File: src/rtl/button_conditioner.sv
// button_conditioner: multi-channel push-button front end.
// Each channel has a two-flop synchroniser, a counter debounce, a lockout-gated
// press pulse with optional hold-to-repeat, and a release pulse.
module button_conditioner #(
    parameter int unsigned CHANNELS        = 4,
    parameter int unsigned DEBOUNCE_CYCLES = 1000000,
    parameter int unsigned LOCKOUT_CYCLES  = 30000000,
    parameter int unsigned REPEAT_DELAY    = 50000000,
    parameter int unsigned REPEAT_PERIOD   = 10000000
) (
    input  logic                CLK,
    input  logic                RESET,
    input  logic [CHANNELS-1:0] IN,
    input  logic [CHANNELS-1:0] REPEAT_EN,
    output logic [CHANNELS-1:0] LEVEL,
    output logic [CHANNELS-1:0] PRESS,
    output logic [CHANNELS-1:0] RELEASE
);

    // Counter widths; the lockout counter keeps one bit even when lockout is disabled.
    localparam int unsigned DW   = $clog2(DEBOUNCE_CYCLES + 1);
    localparam int unsigned LW   = (LOCKOUT_CYCLES == 0) ? 1 : $clog2(LOCKOUT_CYCLES + 1);
    localparam int unsigned RMAX = (REPEAT_DELAY > REPEAT_PERIOD) ? REPEAT_DELAY : REPEAT_PERIOD;
    localparam int unsigned RW   = $clog2(RMAX + 1);

    typedef enum logic [1:0] {
        IDLE   = 2'd0,
        DELAY  = 2'd1,
        REPEAT = 2'd2,
        HOLD   = 2'd3
    } state_t;

    for (genvar i = 0; i < CHANNELS; i++) begin : g_ch
        logic          s1;
        logic          s2;
        logic [DW-1:0] db_cnt;
        logic          level;
        logic [LW-1:0] lk;
        logic [RW-1:0] rc;
        state_t        state;
        logic          press;
        logic          rel;

        logic          db_hit_c;
        logic          rise_c;
        logic          fall_c;
        logic          accept_c;

        // Two-flop synchroniser for the raw asynchronous button level.
        always_ff @(posedge CLK or posedge RESET) begin
            if (RESET) begin
                s1 <= 1'b0;
                s2 <= 1'b0;
            end else begin
                s1 <= IN[i];
                s2 <= s1;
            end
        end

        // Edge events that the debounce register will commit on this clock edge.
        always_comb begin
            db_hit_c = 1'b0;
            rise_c   = 1'b0;
            fall_c   = 1'b0;
            accept_c = 1'b0;
            if ((s2 != level) && (db_cnt == DW'(DEBOUNCE_CYCLES - 1))) begin
                db_hit_c = 1'b1;
            end
            rise_c   = db_hit_c && !level;
            fall_c   = db_hit_c && level;
            accept_c = rise_c && (lk == '0);
        end

        // Debounce: level follows s2 only after it has differed for the full count.
        always_ff @(posedge CLK or posedge RESET) begin
            if (RESET) begin
                db_cnt <= '0;
                level  <= 1'b0;
            end else if (s2 == level) begin
                db_cnt <= '0;
            end else if (db_hit_c) begin
                db_cnt <= '0;
                level  <= ~level;
            end else begin
                db_cnt <= db_cnt + DW'(1);
            end
        end

        // Lockout window: reloaded by accepted fresh presses only, never by repeats.
        always_ff @(posedge CLK or posedge RESET) begin
            if (RESET) begin
                lk <= '0;
            end else if (accept_c) begin
                lk <= LW'(LOCKOUT_CYCLES);
            end else if (lk != '0) begin
                lk <= lk - LW'(1);
            end
        end

        // Press/repeat/release FSM; a debounced fall outranks any repeat terminal count.
        always_ff @(posedge CLK or posedge RESET) begin
            if (RESET) begin
                state <= IDLE;
                rc    <= '0;
                press <= 1'b0;
                rel   <= 1'b0;
            end else begin
                press <= 1'b0;
                rel   <= 1'b0;
                if (fall_c) begin
                    state <= IDLE;
                    rc    <= '0;
                    rel   <= 1'b1;
                end else begin
                    case (state)
                        IDLE: begin
                            if (rise_c) begin
                                rc <= '0;
                                if (accept_c) begin
                                    press <= 1'b1;
                                    state <= REPEAT_EN[i] ? DELAY : HOLD;
                                end else begin
                                    state <= HOLD;
                                end
                            end
                        end
                        DELAY: begin
                            if (!REPEAT_EN[i]) begin
                                state <= HOLD;
                                rc    <= '0;
                            end else if (rc == RW'(REPEAT_DELAY - 1)) begin
                                press <= 1'b1;
                                rc    <= '0;
                                state <= REPEAT;
                            end else begin
                                rc <= rc + RW'(1);
                            end
                        end
                        REPEAT: begin
                            if (!REPEAT_EN[i]) begin
                                state <= HOLD;
                                rc    <= '0;
                            end else if (rc == RW'(REPEAT_PERIOD - 1)) begin
                                press <= 1'b1;
                                rc    <= '0;
                            end else begin
                                rc <= rc + RW'(1);
                            end
                        end
                        HOLD: begin
                            state <= HOLD;
                        end
                        default: begin
                            state <= IDLE;
                            rc    <= '0;
                        end
                    endcase
                end
            end
        end

        assign LEVEL[i]   = level;
        assign PRESS[i]   = press;
        assign RELEASE[i] = rel;
    end

endmodule
File: config.mk
export PLATFORM = sky130hd
export DESIGN_NAME = button_conditioner
export DESIGN_NICKNAME = d
export VERILOG_FILES = /design/src/rtl/button_conditioner.sv
export SDC_FILE = /design/constraint.sdc
export NUM_CORES = 1
export LEC_CHECK = 0
export ABC_AREA = 1
export BUFFER_PORTS_ARGS = -buffer_cell sky130_fd_sc_hd__buf_2
export CAP_MARGIN = 20
export CORE_AREA = 5 5 192 194
export DETAILED_ROUTE_END_ITERATION = 16
export DIE_AREA = 0 0 197 199
export GPL_TIMING_DRIVEN = 0
export PLACE_DENSITY = 0.68
export SLEW_MARGIN = 15
export SYNTH_ARGS = -nofsm -noshare
export SYNTH_HDL_FRONTEND = slang
export SYNTH_SLANG_ARGS = --single-unit
File: constraint.sdc
create_clock -name CLK -period 12.1 [get_ports CLK]
set_clock_uncertainty 0.1 [all_clocks]
set_input_delay 2.42 -clock CLK [delete_from_list [all_inputs] [get_ports CLK]]
set_output_delay 2.42 -clock CLK [all_outputs]
set_load 0.005 [all_outputs]
==> results of run 1 <==
## stage by stage
step | power [mW] | hold WS [ns] | instances | setup TNS (ns)
global placement | 1.110 | 0.2326 | 3171 | -839.65
global route | 2.325 | 0.2518 | 3241 | 0
CTS | 2.274 | 0.2466 | 3241 | 0
detailed placement | 1.114 | 0.2347 | 3174 | 0
floorplan | 1.098 | 0.2312 | 2691 | 0
finish | 2.236 | 0.2465 | 3241 | 0
## cells in the mapped netlist (all sizes together) (2+ instances only)
| master | count |
|---|---|
| a211oi | 2 |
| a21oi | 73 |
| a31oi | 8 |
| a41oi | 2 |
| and3 | 3 |
| buf | 31 |
| clkbuf | 6 |
| clkinv | 3 |
| dfrtp | 312 |
| ha | 32 |
| inv | 411 |
| mux2i | 5 |
| nand2 | 672 |
| nand3 | 210 |
| nand3b | 6 |
| nand4 | 90 |
| nor2 | 498 |
| nor3 | 85 |
| nor3b | 11 |
| nor4 | 16 |
| o211ai | 6 |
| o21a | 4 |
| o21ai | 104 |
| o21bai | 4 |
| o22ai | 6 |
| or2 | 9 |
| xnor2 | 20 |
| xor2 | 55 |
## power groups by stage
stage          clock network (mW)  registers, mW  logic, mW
2_1_floorplan                   0           1.07     0.0281
3_3_place_gp                    0           1.07     0.0392
3_5_place_dp                    0           1.07     0.0437
4_1_cts                      1.18           1.05     0.0438
5_1_grt                      1.22           1.05     0.0496
6_report                     1.14           1.05     0.0415
## worst max-delay path, delay by kind of cell (launching register included)
| family | cells | cell delay [ns] |
|---|---|---|
| buf+inv | 2 | 0.31 |
| flops | 1 | 0.56 |
## routing by layer
layer | track usage | vias up | routed length (microns)
met1 | 0.3124 | 7851 | 20750
met2 | 0.3598 | 343 | 19160
met4 | 0.04956 | 0 | 706
met5 | 0 | - | 0
met3 | 0.03760 | 57 | 1943
li1 | - | 8685 | -
## flip-flops by register name, summed over array words and instances (netlist names)
signal / cells
g_ch.state: 8
g_ch.s1: 4
g_ch.level: 4
g_ch.press: 4
g_ch.lk: 100
g_ch.s2: 4
g_ch.db_cnt: 80
g_ch.rel: 4
g_ch.rc: 104
## path summary, 6_finish.rpt
kind / start / to / slack (ns) / cells past startpoint
worst min-delay path: g_ch[0].s1 / g_ch[0].s2 / 0.25 / 0
worst min register to register: g_ch[0].s1 / g_ch[0].s2 / 0.25 / 0
worst max register to register: g_ch[1].rc[0] / g_ch[1].rc[9] / 9.65 / 12
min in group asynchronous: RESET / g_ch[0].lk[10] / 1.75 / 2
max in group asynchronous: RESET / g_ch[1].rc[8] / 8.97 / 4
worst max-delay path: g_ch[2].level / LEVEL[2] / 8.17 / 2
## cell type report
class / count / area, sq um / share of cell area
Tap cell: 461 / 576.8 / 0.02762
Clock buffer: 56 / 1140 / 0.05458
Multi-Input combinational cell: 1928 / 9205 / 0.4408
Timing Repair Buffer: 22 / 177.7 / 0.008508
Inverter: 414 / 1570 / 0.07520
Clock inverter: 11 / 117.6 / 0.005632
Sequential cell: 312 / 7807 / 0.3739
Buffer: 37 / 287.8 / 0.01378
## cell families after synthesis
group,after synthesis,share of synthesized area
buffers and inverters,451,0.09810
muxes,5,0.002653
adders and majority gates,32,0.02123
and+or+nand+nor,1602,0.3674
AOI/OAI and AO/OA,214,0.06189
DFF,312,0.4139
xor gates and xnor gates,75,0.03482
==> impl_metrics.yaml, run 1 <==
global_routing:
  grt_overflow_total: 0
  grt_start_max_net_pins: 109
  grt_pass1_wl_microns: 73930
  grtUsageTotal: 0.2208
  grt_pass1_vias: 15970
  antenna_found_initial: 0
detailed_routing:
  drc: 0
  dr.pass1.iters: 6
  avgRoutedWirePerCell_microns: 13.13
  via_count: 16940
  drtIter0Drc: 1217
  via_per_inst: 5.226
  antenna_left: 0
  routed_wl_microns: 42550
job:
  drv_cap: 0
clock_network:
  cts_setup_buffers: 0
  cts_max_level: 2
  clk_latency_ns: 0.55
  ctsHoldBuffers: 0
  cts_sinks: 312
  path_clk_slew_ns: 0.06
  cts_tree: "built"
  cts_buffers: 38
  cts_resized: 0
  cts_root_buf: "clkbuf_16"
  clockBufferDepth: 3
critical_path:
  cp_data_arrival_time_ns: 1.41
  critPathMaxStageDelay_ns: 0.56
  crit_type: "reg -> out"
  end_kind: "output pin"
  cp_cell_sequence: "buf_4 > buf_2"
  critical_path_required_ns: 9.58
  cp_slowest_cell: "dfrtp_1"
  worstSetupStartpointType: "flop"
  cp_max_fo: 8
synth:
  ys_ff_latch: 312
  synth_top_area_frac: 0.4139
  yosysTopAreaCell: "dfrtp_1"
  synth_cells: 2691
  syn_area_sq_mm: 0.01886
  synth_edf_count: 0
  synth_area_leaders: "dfrtp_1, nand2_1, nor2_1, inv_1, nand3_1"
  syn_avg_cell_area_sq_um: 7.010
  async_reset_ff_frac: 1.000
  yosysWarnings: 0
  ys_seq_area_frac: 0.4139
  synth_nets: 2733
  yosys_most_used_dff: "dfrtp_1"
  synth_cell_types: 53
sta:
  tightest_slew_ns: 0.7332
  post-route-period-util: 0.3248
  slew-limit-headroom: 0.5043
  rsz0062_at_grt: "no"
  min_period_ns: 3.930
  finalSetupViolations: 0
  final_max_slew_viol_count: 0
  setup_ws_ns: 8.170
  clock.fmax_mhz: 254.5
  hold_viol_final: 0
pwr:
  pwr_density_cell_mw_per_mm2: 107.1
  power_frac_seq: 0.470
  power_switching_mw: 0.4833
  swShare: 0.2162
  power_frac_comb: 0.019
  p_int_mw: 1.753
  p_leak_nw: 11.25
  p_clk_frac: 0.511
  peakVddDrop_uv: 94.58
floorplan:
  die_x_microns: 197
  dieArea_sq_mm: 0.03920
  pin_count: 22
  start_util: 0.5382
  core-area_sq_mm: 0.03505
  rows: 69
  die_h_microns: 199
layout:
  final_common_cell: "nand2_1"
  fill_cells: 3287
  stdcell_area_sq_mm: 0.02088
  nets: 2795
  diodes: 0
  final_core_util: 0.5958
  syn_to_final_growth_pct: 10.71
  final_cell_mix: "nand2_1, nor2_1, inv_1"
  drive_gt1_frac: 0.06151
place:
  place_ws_ns: 8.114
  post_dp_cell_area_sq_mm: 0.01963
  io_buffers: 19
  dpl.hpwl_microns: 31110
  globalplace.congestion: 0.9224
status:
  status: "complete, no violations"
worst_hold_path:
  hold_path.class: "reg -> reg"
(Power assumes the default switching activity.)
==> run 2, diff against run 1 <==
--- a/config.mk
+++ b/config.mk
@@ -12,7 +12,7 @@
 export DETAILED_ROUTE_END_ITERATION = 16
 export DIE_AREA = 0 0 197 199
 export GPL_TIMING_DRIVEN = 0
-export PLACE_DENSITY = 0.68
+export PLACE_DENSITY = 0.71
 export SLEW_MARGIN = 15
 export SYNTH_ARGS = -nofsm -noshare
 export SYNTH_HDL_FRONTEND = slang
==> constraint.sdc (replaced) <==
create_clock -name CLK -period 3.5 [get_ports CLK]
set_clock_uncertainty 0.1 [all_clocks]
set_input_delay 0.7 -clock CLK [delete_from_list [all_inputs] [get_ports CLK]]
set_output_delay 0.7 -clock CLK [all_outputs]
set_load 0.005 [all_outputs]
==> impl_metrics.yaml, run 2 (same netlist as run 1, synthesis figures left out) <==
layout:
  syn_to_final_growth_pct: 11.91
  final_common_cell: "nand2_1"
  top_register: "g_ch.rc"
  final_cell_mix: "nand2_1, nor2_1, inv_1"
  largest_reg_flops: 104
  diodes: 0
  reg_top3: "g_ch.rc: 104 flops, g_ch.lk: 100 flops, g_ch.db_cnt: 80 flops"
  nets: 2803
  drive_gt1_frac: 0.06667
clock_network:
  cts_resized: 0
  clk_latency_ns: 0.56
  ctsHoldBuffers: 0
  cts_max_level: 2
  path_clk_slew_ns: 0.06
  cts_setup_buffers: 0
  cts_buffers: 38
  clockBufferDepth: 3
  cts_tree: "built"
  cts_sinks: 312
  cts_root_buf: "clkbuf_16"
place:
  io_buffers: 19
  place_ws_ns: 1.117
  globalplace.congestion: 0.9364
  dpl.hpwl_microns: 32180
sta:
  clock.fmax_mhz: 410.7
  fin_hold_ws_ns: 0.05545
  setup_ws_ns: 1.065
  tightest_slew_ns: 0.7445
  finalSetupViolations: 0
  slew-limit-headroom: 0.4967
  rsz0062_at_grt: "no"
  post-route-period-util: 0.6957
  final_max_slew_viol_count: 0
  hold_viol_final: 0
  min_period_ns: 2.435
critical_path:
  cp_data_arrival_time_ns: 2.77
  r2r_slack_ns: 1.07
  reg2reg_depth: 12
  cp_max_fo: 9
  r2r_end: "g_ch[1].rc[20]"
  critical_path_required_ns: 3.83
  crit_type: "reg -> reg"
  worstSetupStartpointType: "flop"
  end_kind: "flop"
  reg2reg_from: "g_ch[1].rc[1]"
detailed_routing:
  met3WireLength_microns: 2229
  drtIter0Drc: 1124
  via_per_inst: 5.281
  via_count: 17170
  antenna_left: 0
  drt-met1-wl_microns: 19460
  dr.max_layer_used: "met4"
  routed_wl_microns: 43340
  route.met2.wl_microns: 20570
  dr.pass1.iters: 6
  drc: 0
  avgRoutedWirePerCell_microns: 13.33
pwr:
  pwr_density_cell_mw_per_mm2: 376.5
  peakVddDrop_uv: 358.3
  p_leak_nw: 11.35
job:
  drv_cap: 0
global_routing:
  grt_start_max_net_pins: 36
  grtUsageTotal: 0.2244
  grt_overflow_total: 0
  grt_pass1_wl_microns: 75610
  antenna_found_initial: 0
  grt_pass1_vias: 16810
floorplan:
  die_h_microns: 199
  rows: 69
  dieArea_sq_mm: 0.03920
  core-area_sq_mm: 0.03505
  die_x_microns: 197
  pin_count: 22
  start_util: 0.5382
status:
  status: "complete, no violations"
worst_hold_path:
  hold_path.class: "in -> async"
==> run 2: final cells by class <==
type	count	area, sq um
multi-input combinational	1928	9205
fill	3199	13940
inverter	414	1567
sequential	312	7807
clock inverter	16	206.4
clock buffer	53	1137
timing repair buffer	30	322.8
buffer	37	287.8
tap	461	576.8
==> run 2: routing by layer <==
metal | track usage | vias up
met5 | 0 | -
met4 | 0.07524 | 0
met3 | 0.03489 | 96
met2 | 0.3808 | 448
met1 | 0.2958 | 7919
li1 | - | 8706
==> run 2: power by group <==
| group | switching (mW) | internal [mW] |
|---|---|---|
| Clock | 1.58 | 2.57 |
| Sequential | 0.00996 | 3.62 |
| Combinational | 0.115 | 0.0475 |
| Total | 1.71 | 6.24 |
==> run 2: worst max-delay path by stage <==
stage,start,end,slack [ns]
after floorplan,RESET,g_ch[0].db_cnt[0],-1.45
after global placement,RESET,g_ch[2].rc[21],-3.39
after detailed placement,g_ch[1].rc[0],g_ch[1].rc[20],1.12
after CTS,g_ch[0].db_cnt[0],g_ch[0].rc[6],1.10
after global routing,g_ch[1].db_cnt[0],g_ch[1].rc[20],0.82
final,g_ch[1].rc[1],g_ch[1].rc[20],1.07
==> run 2: critical path, stage by stage (launching register included) <==
cell and delay (ns):
dfrtp_1 0.37, ha_1 0.22, nand3_1 0.15, nor2_2 0.24
nand3_1 0.16, nor2_1 0.13, nand2_1 0.07, nand2_1 0.08
nand2_1 0.14, nand2_1 0.12, nand2_1 0.19, clkinv_1 0.26
nor2_1 0.09
==> run 2: through the flow <==
| step | util | total power [mW] | TNS [ns] | cell area, sq um | cells |
|---|---|---|---|---|---|
| after floorplan | - | 3.796 | -453.93 | 18870 | 2691 |
| after global placement | 0.5574 | 3.837 | -1049.27 | 19540 | 3171 |
| after detailed placement | 0.5639 | 3.869 | 0 | 19770 | 3182 |
| after CTS | 0.6023 | 8.051 | 0 | 21110 | 3251 |
| after global routing | 0.6023 | 8.232 | 0 | 21110 | 3251 |
| final | 0.6023 | 7.948 | 0 | 21110 | 3251 |
